--- config.mk ---
export PLATFORM = sky130hd
export DESIGN_NAME = ru_mem_req
export DESIGN_NICKNAME = d
export VERILOG_FILES = /design/src/rtl/ru_mem_req.sv
export SDC_FILE = /design/constraint.sdc
export NUM_CORES = 1
export LEC_CHECK = 0
export CORE_ASPECT_RATIO = 0.75
export CORE_UTILIZATION = 51
export DETAILED_ROUTE_END_ITERATION = 7
export HOLD_SLACK_MARGIN = 0.1
export PLACE_DENSITY_LB_ADDON = 0.1
export SLEW_MARGIN = 30
export SYNTH_ARGS = -nofsm -noshare
export SYNTH_HDL_FRONTEND = slang
export SYNTH_SLANG_ARGS = --single-unit
--- constraint.sdc ---
create_clock -name clk -period 2.65 [get_ports clk]
set_clock_uncertainty 0.05 [all_clocks]
set_input_delay 0.53 -clock clk [delete_from_list [all_inputs] [get_ports clk]]
set_output_delay 0.53 -clock clk [all_outputs]
set_load 0.01 [all_outputs]
--- src/rtl/ru_mem_req.sv ---
// ru_mem_req: initiator side of the data-memory port.
// Turns core load/store requests into accesses on a word-addressed,
// word-written RAM. Loads are extended, word stores go straight through,
// and sub-word stores are done as a read-modify-write. The core is stalled
// until each access completes.
module ru_mem_req #(
    parameter int unsigned MEM_WORDS = 52
) (
    input  logic        clk,
    input  logic        nRst,
    input  logic        req_read,
    input  logic        req_write,
    input  logic [2:0]  funct3,
    input  logic [31:0] cpu_addr,
    input  logic [31:0] cpu_wdata,
    output logic [31:0] cpu_rdata,
    output logic        stall,
    output logic        done,
    output logic        err,
    output logic        ram_we,
    output logic [31:0] ram_addr,
    output logic [31:0] ram_wdata,
    input  logic [31:0] ram_rdata,
    input  logic        ram_busy
);

    typedef enum logic [2:0] {
        S_IDLE,
        S_READ,
        S_WRITE,
        S_RMW_RD,
        S_RMW_WR,
        S_DONE,
        S_ERR
    } state_t;

    state_t      state;
    state_t      state_next;

    logic [1:0]  off_q;
    logic [2:0]  funct3_q;
    logic [31:0] wdata_q;
    logic [31:0] merge_buf;

    logic        req_any;
    logic        req_bad;
    logic [7:0]  rd_byte;
    logic [15:0] rd_half;
    logic [31:0] load_val;
    logic [31:0] merged;

    // A store wins over a load when both are raised.
    assign req_any = req_read | req_write;

    // Reject illegal size codes, misalignment and out-of-range word indices.
    always_comb begin
        req_bad = 1'b0;
        if (req_write) begin
            case (funct3)
                3'b000:  req_bad = 1'b0;
                3'b001:  req_bad = cpu_addr[0];
                3'b010:  req_bad = |cpu_addr[1:0];
                default: req_bad = 1'b1;
            endcase
        end else begin
            case (funct3)
                3'b000, 3'b100: req_bad = 1'b0;
                3'b001, 3'b101: req_bad = cpu_addr[0];
                3'b010:         req_bad = |cpu_addr[1:0];
                default:        req_bad = 1'b1;
            endcase
        end
        if ({2'b00, cpu_addr[31:2]} >= MEM_WORDS) begin
            req_bad = 1'b1;
        end
    end

    // State register; reset drops any in-flight access immediately.
    always_ff @(posedge clk or negedge nRst) begin
        if (!nRst) begin
            state <= S_IDLE;
        end else begin
            state <= state_next;
        end
    end

    // Next-state decode and control outputs; ram_we is gated by ram_busy.
    always_comb begin
        state_next = state;
        stall      = 1'b0;
        done       = 1'b0;
        err        = 1'b0;
        ram_we     = 1'b0;
        case (state)
            S_IDLE: begin
                if (req_any) begin
                    stall = 1'b1;
                    if (req_bad) begin
                        state_next = S_ERR;
                    end else if (req_write) begin
                        state_next = (funct3 == 3'b010) ? S_WRITE : S_RMW_RD;
                    end else begin
                        state_next = S_READ;
                    end
                end
            end
            S_READ: begin
                stall = 1'b1;
                if (!ram_busy) begin
                    state_next = S_DONE;
                end
            end
            S_WRITE: begin
                stall  = 1'b1;
                ram_we = !ram_busy;
                if (!ram_busy) begin
                    state_next = S_DONE;
                end
            end
            S_RMW_RD: begin
                stall = 1'b1;
                if (!ram_busy) begin
                    state_next = S_RMW_WR;
                end
            end
            S_RMW_WR: begin
                stall  = 1'b1;
                ram_we = !ram_busy;
                if (!ram_busy) begin
                    state_next = S_DONE;
                end
            end
            S_DONE: begin
                done       = 1'b1;
                state_next = S_IDLE;
            end
            S_ERR: begin
                done       = 1'b1;
                err        = 1'b1;
                state_next = S_IDLE;
            end
            default: begin
                state_next = S_IDLE;
            end
        endcase
    end

    // Request capture, load result register and merge buffer.
    always_ff @(posedge clk or negedge nRst) begin
        if (!nRst) begin
            ram_addr  <= '0;
            off_q     <= '0;
            funct3_q  <= '0;
            wdata_q   <= '0;
            merge_buf <= '0;
            cpu_rdata <= '0;
        end else begin
            case (state)
                S_IDLE: begin
                    if (req_any) begin
                        ram_addr <= {cpu_addr[31:2], 2'b00};
                        off_q    <= cpu_addr[1:0];
                        funct3_q <= funct3;
                        wdata_q  <= cpu_wdata;
                    end
                end
                S_READ: begin
                    if (!ram_busy) begin
                        cpu_rdata <= load_val;
                    end
                end
                S_RMW_RD: begin
                    if (!ram_busy) begin
                        merge_buf <= ram_rdata;
                    end
                end
                default: begin
                end
            endcase
        end
    end

    // Lane select and sign/zero extension of the RAM word for loads.
    always_comb begin
        case (off_q)
            2'd0:    rd_byte = ram_rdata[7:0];
            2'd1:    rd_byte = ram_rdata[15:8];
            2'd2:    rd_byte = ram_rdata[23:16];
            default: rd_byte = ram_rdata[31:24];
        endcase
        rd_half = off_q[1] ? ram_rdata[31:16] : ram_rdata[15:0];
        case (funct3_q)
            3'b000:  load_val = {{24{rd_byte[7]}}, rd_byte};
            3'b001:  load_val = {{16{rd_half[15]}}, rd_half};
            3'b100:  load_val = {24'b0, rd_byte};
            3'b101:  load_val = {16'b0, rd_half};
            default: load_val = ram_rdata;
        endcase
    end

    // Replace the addressed byte (SB) or half (SH) in the buffered word.
    always_comb begin
        merged = merge_buf;
        if (funct3_q[0]) begin
            if (off_q[1]) begin
                merged[31:16] = wdata_q[15:0];
            end else begin
                merged[15:0] = wdata_q[15:0];
            end
        end else begin
            case (off_q)
                2'd0:    merged[7:0]   = wdata_q[7:0];
                2'd1:    merged[15:8]  = wdata_q[7:0];
                2'd2:    merged[23:16] = wdata_q[7:0];
                default: merged[31:24] = wdata_q[7:0];
            endcase
        end
    end

    assign ram_wdata = (state == S_RMW_WR) ? merged : wdata_q;

endmodule

Word level (Yosys, flattened, before mapping)
Index checks and enable logic that the tools add are counted.
{"block": "word_totals", "in_bits": 104, "elab_cells": 72, "regBits": 134, "rom_bits": 0, "mem_count": 0, "mem_bits_rw": 0, "latchBits": 0, "output_inout_bits": 100}
{"block": "op_classes", "bitwise": 2, "eq_ne": 18, "muxes": 27, "order_cmp": 1, "n_mul": 0, "div_mod_pow": 0, "n_addsub": 0, "n_shift": 0, "n_reduce_logical": 17}
{"operator": "$pmux 32 s4", "count": 1}
{"operator": "$mux 32", "count": 2}
{"operator": "$mux 16", "count": 3}
{"operator": "$mux 8", "count": 4}
{"operator": "$ge 30x6->1 const B", "count": 1}
{"operator": "$pmux 8 s3", "count": 1}
{"operator": "$eq 3x3->1 const B", "count": 7}
{"operator": "$mux 3", "count": 4}
{"operator": "$reduce_or 2->1", "count": 5}
{"operator": "$eq 3x1->1 const B", "count": 3}
{"operator": "$eq 3x2->1 const B", "count": 3}
{"operator": "$logic_not 3->1", "count": 3}
{"operator": "$pmux 3 s3", "count": 1}
{"operator": "$mux 1", "count": 7}
{"operator": "$ne 2x2->1 const B", "count": 3}
{"operator": "$pmux 1 s3", "count": 2}
{"operator": "$reduce_and 2->1", "count": 3}
{"operator": "$reduce_or 3->1", "count": 2}
{"operator": "$reduce_or 4->1", "count": 1}
{"operator": "$reduce_and 3->1", "count": 1}
{"operator": "$eq 2x1->1 const B", "count": 1}
{"operator": "$eq 2x2->1 const B", "count": 1}
{"operator": "$logic_not 2->1", "count": 1}
{"operator": "$mux 2", "count": 1}
{"operator": "other kinds (4)", "count": 4}

Depth between registers and ports, before layout
Gate-level depths: netlist of run 1.
{"block": "depth", "word_depth": 8, "mapped_depth": 7, "mapped_depth_nobuf": 5}

Worst setup path after synthesis of run 1
No wires, ideal clock.
{"block": "synth_timing", "path_type": "reg-to-output", "startpoint": "register off_q[1]", "endpoint": "output port ram_wdata[30]", "path_buffers": 3, "t_arrival_ps": 1502, "path_stages_with_launch": 6, "required_time_ps": 2070, "slack_ps": 568, "path_cell_list": "dfrtp_1 -> buf_2 -> clkbuf_1 -> clkbuf_1 -> a22oi_1 -> o21ai_0"}
{"block": "synth_between", "elab_chain_cells": 5, "elab_cells_between_ends": 8, "classes_between": "eq/ne: 2; mux: 4; reduce/logical: 2"}
{"element": "from (decl)", "line": "40", "rtl": "logic [1:0] off_q;"}
{"element": "from (signal assigned)", "line": "162", "rtl": "off_q <= cpu_addr[1:0];"}
{"element": "$eq 2x2->1, or another cell as far along", "line": "211", "rtl": "case (off_q)"}
{"element": "$reduce_or 3->1 (no line)"}
{"element": "$mux 8", "line": "211"}
{"element": "$mux 32 *", "line": "204", "rtl": "if (funct3_q[0]) begin"}
{"element": "$mux 32 *", "line": "220", "rtl": "assign ram_wdata = (state == S_RMW_WR) ? merged : wdata_q;"}
{"element": "to (decl)", "line": "22", "rtl": "output logic [31:0] ram_wdata,"}
Every way passes the cells marked *; elsewhere a longest branch is shown, timed or not.

Worst setup path after layout of run 1
{"block": "layout_timing", "startpoint": "register state[0]", "endpoint": "output port ram_wdata[7]"}
{"block": "layout_between", "elab_chain_cells": 2}
{"element": "from (decl)", "line": "37", "rtl": "state_t state;"}
{"element": "from (signal assigned)", "line": "83", "rtl": "state <= state_next;"}
{"element": "$eq 3x3->1", "line": "220"}
{"element": "$mux 32", "line": "220"}
No other way between the ends.

==> results of run 1 <==
[state kept, by name, indices dropped and copies added (netlist names)]
name,count
funct3_q,3
merge_buf,32
state,3
ram_addr,30
wdata_q,32
cpu_rdata,32
off_q,2
[power by group through the flow]
stage | combinational (mW) | sequential [mW] | clock [mW]
floorplan | 3.26 | 3.78 | 0
CTS | 6.08 | 3.89 | 2.45
finish | 6.12 | 3.92 | 2.42
global route | 6.56 | 4.03 | 2.55
detailed placement | 6.16 | 3.87 | 0
global placement | 6.04 | 3.81 | 0
[final cells by class]
class,instances,area share
tap,166,0.02164
multi-input combinational,416,0.3234
inverter,2,0.0007822
clock buffer,20,0.04758
timing repair buffer,238,0.2410
sequential,134,0.3498
clock inverter,12,0.01577
[tightest hold or removal path, delay by kind of cell (launching register included)]
kind / cells / cell delay, ns
flip-flops: 1 / 0.34
AND/OR/NAND/NOR: 2 / 0.12
[through the flow]
stage	hold slack (ns)	total power, mW	instances	setup WS [ns]
floorplan	0.1844	7.040	596	0.5675
global placement	0.4121	9.849	954	0.1721
detailed placement	0.4336	10.03	954	0.1397
CTS	0.4471	12.42	988	-0.1475
global route	0.4682	13.14	988	-0.06689
finish	0.4426	12.46	988	0.07837
[cells by family after synthesis]
group,after synthesis,share of synthesized area
muxes,126,0.2154
xor gates and xnor gates,2,0.002663
and+or+nand+nor,177,0.1400
other,1,0.0005699
buffers and inverters,46,0.03252
DFF,134,0.5096
AOI/OAI and AO/OA,109,0.09926
[per-layer routing]
metal  wire length, um  up-vias  share of wire  global-route usage
met5                 0        -              0                   0
met4               384        0          0.020              0.1084
met3              1719       37          0.088             0.07828
met2              8855      290           0.45              0.4551
met1              8555     2822           0.44              0.4165
li1                  -     2567              -                   -
[final timing paths]
check                                     end           from  slack, ns
worst min-delay path            cpu_rdata[28]  cpu_rdata[28]       0.44
min in group asynchronous         ram_addr[3]           nRst       0.61
worst max register to register  cpu_rdata[15]       off_q[1]       0.48
max in group asynchronous       cpu_rdata[20]           nRst       1.16
worst max-delay path             ram_wdata[7]       state[0]       0.08
worst min register to register  cpu_rdata[28]  cpu_rdata[28]       0.44
[timing repair]
item | in CTS | in global routing
gates resized for setup | 50 | 9
hold buffers | 1 | 0
endpoints found under the setup margin | 32 | 10
endpoints found under the hold margin | 59 | 0
setup buffers | 1 | 0
pin swaps | 1 | 0
[cells in the final DEF, fill, tap and decap left out, types with 5 or more instances in the layout]
| cell | netlist | layout |
|---|---|---|
| nand3_1 | 24 | 24 |
| nand3b_1 | 7 | 7 |
| nor2_1 | 18 | 17 |
| a22o_1 | 8 | 8 |
| mux2_2 | 115 | 115 |
| nor2b_1 | 12 | 11 |
| o21ai_0 | 40 | 37 |
| clkdlybuf4s50_1 | 0 | 168 |
| nor3_1 | 10 | 10 |
| a31oi_1 | 7 | 7 |
| a21oi_1 | 27 | 24 |
| nand2_1 | 73 | 72 |
| clkinvlp_4 | 0 | 5 |
| mux2i_1 | 10 | 7 |
| buf_4 | 3 | 30 |
| nor4_1 | 6 | 6 |
| nand3_2 | 10 | 10 |
| clkbuf_16 | 0 | 17 |
| o22ai_1 | 6 | 6 |
| dlygate4sd2_1 | 0 | 30 |
| dfrtp_1 | 134 | 131 |
| a22oi_1 | 8 | 8 |
==> summary.txt, run 1 <==
Drt
  • Routed Antenna Nets: 0
  • Initial drt markers: 462
  • # DRC: 0
  • Routed wire per std cell: 19.75 um
  • DRT Wirelength: 19,520 um
  • DR pass1 iterations: 5
  • Via/cell ratio: 5.785
  • Vias: 5,716

Synthesis
  • Syn Area/Cell: 11.06 um^2
  • Top FF cell, synth: dfrtp_1
  • Leading area contributor after synthesis: dfrtp_1
  • Yosys reg bits: 134
  • Async S/R FF share, synth: 1.000
  • Top cell type's share of synthesized area: 0.5096
  • Count leader, synth: dfrtp_1
  • Seq/Total Area, Yosys: 0.5096
  • Yosys cell types: 50
  • Gate Count Post-Synth: 595
  • Synth cell count leaders: dfrtp_1 (134), mux2_2 (115), nand2_1 (73)
  • Synth area leaders: dfrtp_1 (51%), mux2_2 (20%), nand2_1 (4.2%), o21ai_0 (3.0%), a21oi_1 (2.1%)
  • Syn Std Cell Area: 0.006580 mm^2
  • YS warnings: 0
  • EDFF count, synth: 0

Worst setup path
  • Number of stages on the worst setup path: 6
  • CP max stage delay: 0.39 ns
  • CP arrival: 1.99 ns
  • Crit path cell chain: nor2_2 > and2_4 > o21ai_2 > buf_4 > mux2_2 > dlygate4sd2_1
  • Crit-path leading delay family: buffers and inverters
  • Crit-path slowest cell: dfrtp_1
  • CP endpoint kind: output port
  • WP buf/inv: 2
  • R2R cell count: 6
  • Crit path max fanout: 4
  • Kind of critical path: reg -> out
  • Startpoint Class: flop
  • Worst endpoint required time: 2.07 ns

GRT
  • Largest net degree at the start of global routing: 64
  • Total gr overflow: 0
  • All-layer global routing usage: 0.2996
  • First-pass GRT wire length: 30,430 um
  • Initial antenna violation count: 0
  • Vias in the first global route: 5,676

Power
  • Reg power frac: 0.314
  • Combinational share of power: 0.491
  • Pint: 7.914 mW
  • Sw Pwr: 4.542 mW
  • Clock network power share: 0.195
  • Net Sw Frac: 0.3646
  • Power Dens Cells: 1298 mW/mm^2
  • Leak: 4.126 nW
  • Peak VDD IR: 0.7371 mV

Hold path
  • WHS Path Cells: 2
  • Hold Path Class: reg -> reg

Clocking
  • Clock-pin slew on the worst setup and hold paths: 0.06 ns
  • CTS Sinks: 134
  • H-tree lvl count: 4
  • Num CTS Buffers: 17
  • CTS max path bufs: 2
  • Root Buffer: clkbuf_16
  • Clk_lat worst skew: 0.42 ns
  • CTS tree: built

Outcome
  • Status: complete, no violations

Placed design
  • DP HPWL: 13,960 um
  • Placed cell area: 0.008920 mm^2
  • Placer's final routability congestion estimate: 0.8650
  • IO buf count: 201

Final layout
  • Final nets: 913
  • Layout cell share with drive strength beyond 1: 0.2640
  • Post-Route Utilization: 0.7717
  • ANT cells: 0
  • Fill cells: 816
  • Design area: 0.009598 mm^2
  • Multi-input logic area: 0.003104 mm^2
  • Register area: 0.003357 mm^2
  • Area Growth Syn to Fin: 45.86%

Floorplanning
  • Core area: 0.01244 mm^2
  • Starting density of the core: 0.5291
  • Number of I/O pins: 204
  • Row cnt: 35
  • Die height: 100.4 um
  • Die W: 133.2 um
  • Die area: 0.01337 mm^2

STA
  • Final worst-path cycle share: 0.9704
  • Worst Tran Pin Value: 0.7440 ns
  • Fin. max-slew vios: 0
  • Post-route minimum period: 2.572 ns
  • Final setup viols: 0
  • Fin Setup TNS: 0 ns
  • FMAX: 388.9 MHz
  • Hold Vio Cnt, Final: 0
  • Rel. slew slack: 0.5040

Run
  • Max cap viols: 0
Note: power is estimated with default switching activity, not from simulation.
==> run 2, diff against run 1 <==
--- a/config.mk
+++ b/config.mk
@@ -6,7 +6,7 @@
 export NUM_CORES = 1
 export LEC_CHECK = 0
 export CORE_ASPECT_RATIO = 0.75
-export CORE_UTILIZATION = 51
+export CORE_UTILIZATION = 47
 export DETAILED_ROUTE_END_ITERATION = 7
 export HOLD_SLACK_MARGIN = 0.1
 export PLACE_DENSITY_LB_ADDON = 0.1
==> constraint.sdc (replaced) <==
create_clock -name clk -period 2.8 [get_ports clk]
set_clock_uncertainty 0.05 [all_clocks]
set_input_delay 0.7 -clock clk [delete_from_list [all_inputs] [get_ports clk]]
set_output_delay 0.7 -clock clk [all_outputs]
set_load 0.01 [all_outputs]
==> summary.txt, run 2 (synthesis results as in run 1) <==
GRT
  • Met2 usage: 0.4278 (was 0.4551)
  • Total gr overflow: 0 (unchanged)
  • Initial antenna violation count: 0 (unchanged)
  • Largest net degree at the start of global routing: 61 (was 64)
  • All-layer global routing usage: 0.2885 (was 0.2996)
  • First-pass GRT wire length: 31,690 um (was 30,430 um)
  • GR Util met1: 0.4224 (was 0.4165)
  • Vias in the first global route: 5,664 (was 5,676)
  • GR met3 Demand/Resource: 0.06308 (was 0.07828)
  • GR peak layer: met2 (unchanged)

Worst setup path
  • Cell mode on critical path: a21oi_2
  • Crit-path slowest cell: dfrtp_1 (unchanged)
  • CP endpoint kind: output port (unchanged)
  • Startpoint Class: flop (unchanged)
  • CP arrival: 2.02 ns (was 1.99 ns)
  • Worst endpoint required time: 2.05 ns (was 2.07 ns)
  • Crit path cell chain: buf_6 > nor2b_2 > buf_4 > a21oi_2 > nor2_1 > a21oi_2 > o21ai_1 > clkdlybuf4s15_2 (was nor2_2 > and2_4 > o21ai_2 > buf_4 > mux2_2 > dlygate4sd2_1)
  • Crit path max fanout: 10 (was 4)
  • CP max stage delay: 0.42 ns (was 0.39 ns)
  • Number of stages on the worst setup path: 8 (was 6)
  • WP buf/inv: 3 (was 2)
  • R2R cell count: 7 (was 6)
  • Kind of critical path: reg -> out (unchanged)
  • Crit-path leading delay family: buffers and inverters (unchanged)

Clocking
  • H-tree lvl count: 4 (unchanged)
  • Hold_buf cts: 0 (was 1)
  • Num CTS Buffers: 17 (unchanged)
  • CTS tree: built (unchanged)
  • CTS max path bufs: 2 (unchanged)
  • Root Buffer: clkbuf_16 (unchanged)
  • Clock-pin slew on the worst setup and hold paths: 0.06 ns (about the same)
  • CTS Sinks: 134 (unchanged)
  • Clk_lat worst skew: 0.42 ns (about the same)

Drt
  • DR pass1 iterations: 8 (was 5)
  • DRT Wirelength: 20,310 um (was 19,520 um)
  • Routed Antenna Nets: 0 (unchanged)
  • Routed wire per std cell: 20.25 um (was 19.75 um)
  • Vias: 5,680 (was 5,716)
  • Via/cell ratio: 5.663 (was 5.785)
  • Initial drt markers: 607 (was 462)
  • # DRC: 26 (was 0)

Placed design
  • IO buf count: 201 (unchanged)
  • DP HPWL: 14,710 um (was 13,960 um)
  • Placer's final routability congestion estimate: 0.8443 (was 0.8650)
  • Placed cell area: 0.008991 mm^2 (was 0.008920 mm^2)

STA
  • Rel. slew slack: 0.4823 (was 0.5040)
  • Final setup viols: 0 (unchanged)
  • Unrepaired setup endpoints after global routing: yes
  • Post-route minimum period: 2.767 ns
  • Worst Tran Pin Value: 0.7765 ns (was 0.7440 ns)
  • Hold Vio Cnt, Final: 0 (unchanged)
  • FMAX: 361.4 MHz
  • Final worst-path cycle share: 0.9882
  • Fin. max-slew vios: 0 (unchanged)

Final layout
  • Post-Route Utilization: 0.7116 (was 0.7717)
  • Design area: 0.009751 mm^2 (was 0.009598 mm^2)
  • Final nets: 919 (was 913)
  • Commonest cells after routing, fill and taps aside: clkdlybuf4s50_1 (168), dfrtp_1 (133), mux2_2 (114) (was clkdlybuf4s50_1 (168), dfrtp_1 (131), mux2_2 (115))
  • Layout cell share with drive strength beyond 1: 0.2790 (was 0.2640)
  • Area Growth Syn to Fin: 48.18% (was 45.86%)
  • Commonest non-fill, non-tap cell in the layout: clkdlybuf4s50_1 (unchanged)
  • Largest registers: cpu_rdata x32, merge_buf x32, wdata_q x32 (unchanged)
  • ANT cells: 0 (unchanged)

Floorplanning
  • Core area: 0.01370 mm^2 (was 0.01244 mm^2)
  • Row cnt: 37 (was 35)
  • Die height: 104.5 um (was 100.4 um)
  • Number of I/O pins: 204 (unchanged)
  • Starting density of the core: 0.4802 (was 0.5291)
  • Die W: 138.6 um (was 133.2 um)
  • Die area: 0.01448 mm^2 (was 0.01337 mm^2)

Power
  • Leak: 4.355 nW (was 4.126 nW)
  • Power Dens Cells: 1226 mW/mm^2 (was 1298 mW/mm^2)
  • Peak VDD IR: 0.6390 mV (was 0.7371 mV)

Outcome
  • Status: complete, but fails checks (was complete, no violations)
  • Failing checks: design-rule violations

Hold path
  • Hold Path Class: in -> async (was reg -> reg)

Run
  • Max cap viols: 0 (unchanged)
## run 2: per-layer routing
| metal | routed length [um] | part of all wire |
|---|---|---|
| met2 | 9219 | 0.45 |
| met4 | 282 | 0.014 |
| met1 | 9521 | 0.47 |
| met3 | 1289 | 0.063 |
| met5 | 0 | 0 |
## run 2: repair_timing
item	CTS	global route
setup buffers	0	5
setup endpoints to repair	32	32
gates resized for setup	24	58
pin swaps	0	2
hold endpoints to repair	0	0
## run 2: final timing paths
path	start	end	slack, ns
setup / recovery	off_q[0]	ram_wdata[13]	0.03
hold / removal	nRst	ram_addr[22]	0.16
setup reg to reg	off_q[1]	cpu_rdata[15]	0.70
hold reg to reg	cpu_rdata[0]	cpu_rdata[0]	0.44
max in group asynchronous	nRst	ram_addr[18]	1.80
min in group clk	cpu_rdata[0]	cpu_rdata[0]	0.44
## run 2: where the power goes
group | leakage, nW | internal, mW | switching, mW
sequential | 1.61 | 2.90 | 0.779
combinational | 2.46 | 3.27 | 2.73
clock | 0.281 | 1.33 | 0.933
## run 2: area by class of cell
type	count	area, um^2
clock inverter	15	170.2
fill	963	3953
sequential	134	3354
timing repair buffer	244	2467
inverter	2	7.507
tap	175	219.0
clock buffer	17	425.4
multi-input combinational	416	3107
## run 2: stage by stage
| step | total power [mW] | setup slack [ns] | setup TNS [ns] | hold WS, ns | std cells |
|---|---|---|---|---|---|
| 4_1_cts | 11.84 | -0.2164 | -3.846 | 0.1755 | 998 |
| 6_report | 11.95 | 0.03291 | 0 | 0.1634 | 1003 |
| 3_3_place_gp | 9.364 | 0.1281 | 0 | 0.4226 | 966 |
| 5_1_grt | 12.62 | -0.05291 | -0.1062 | 0.1886 | 1003 |
| 3_5_place_dp | 9.559 | 0.1049 | 0 | 0.4291 | 966 |
| 2_1_floorplan | 6.663 | 0.5475 | 0 | 0.3544 | 596 |
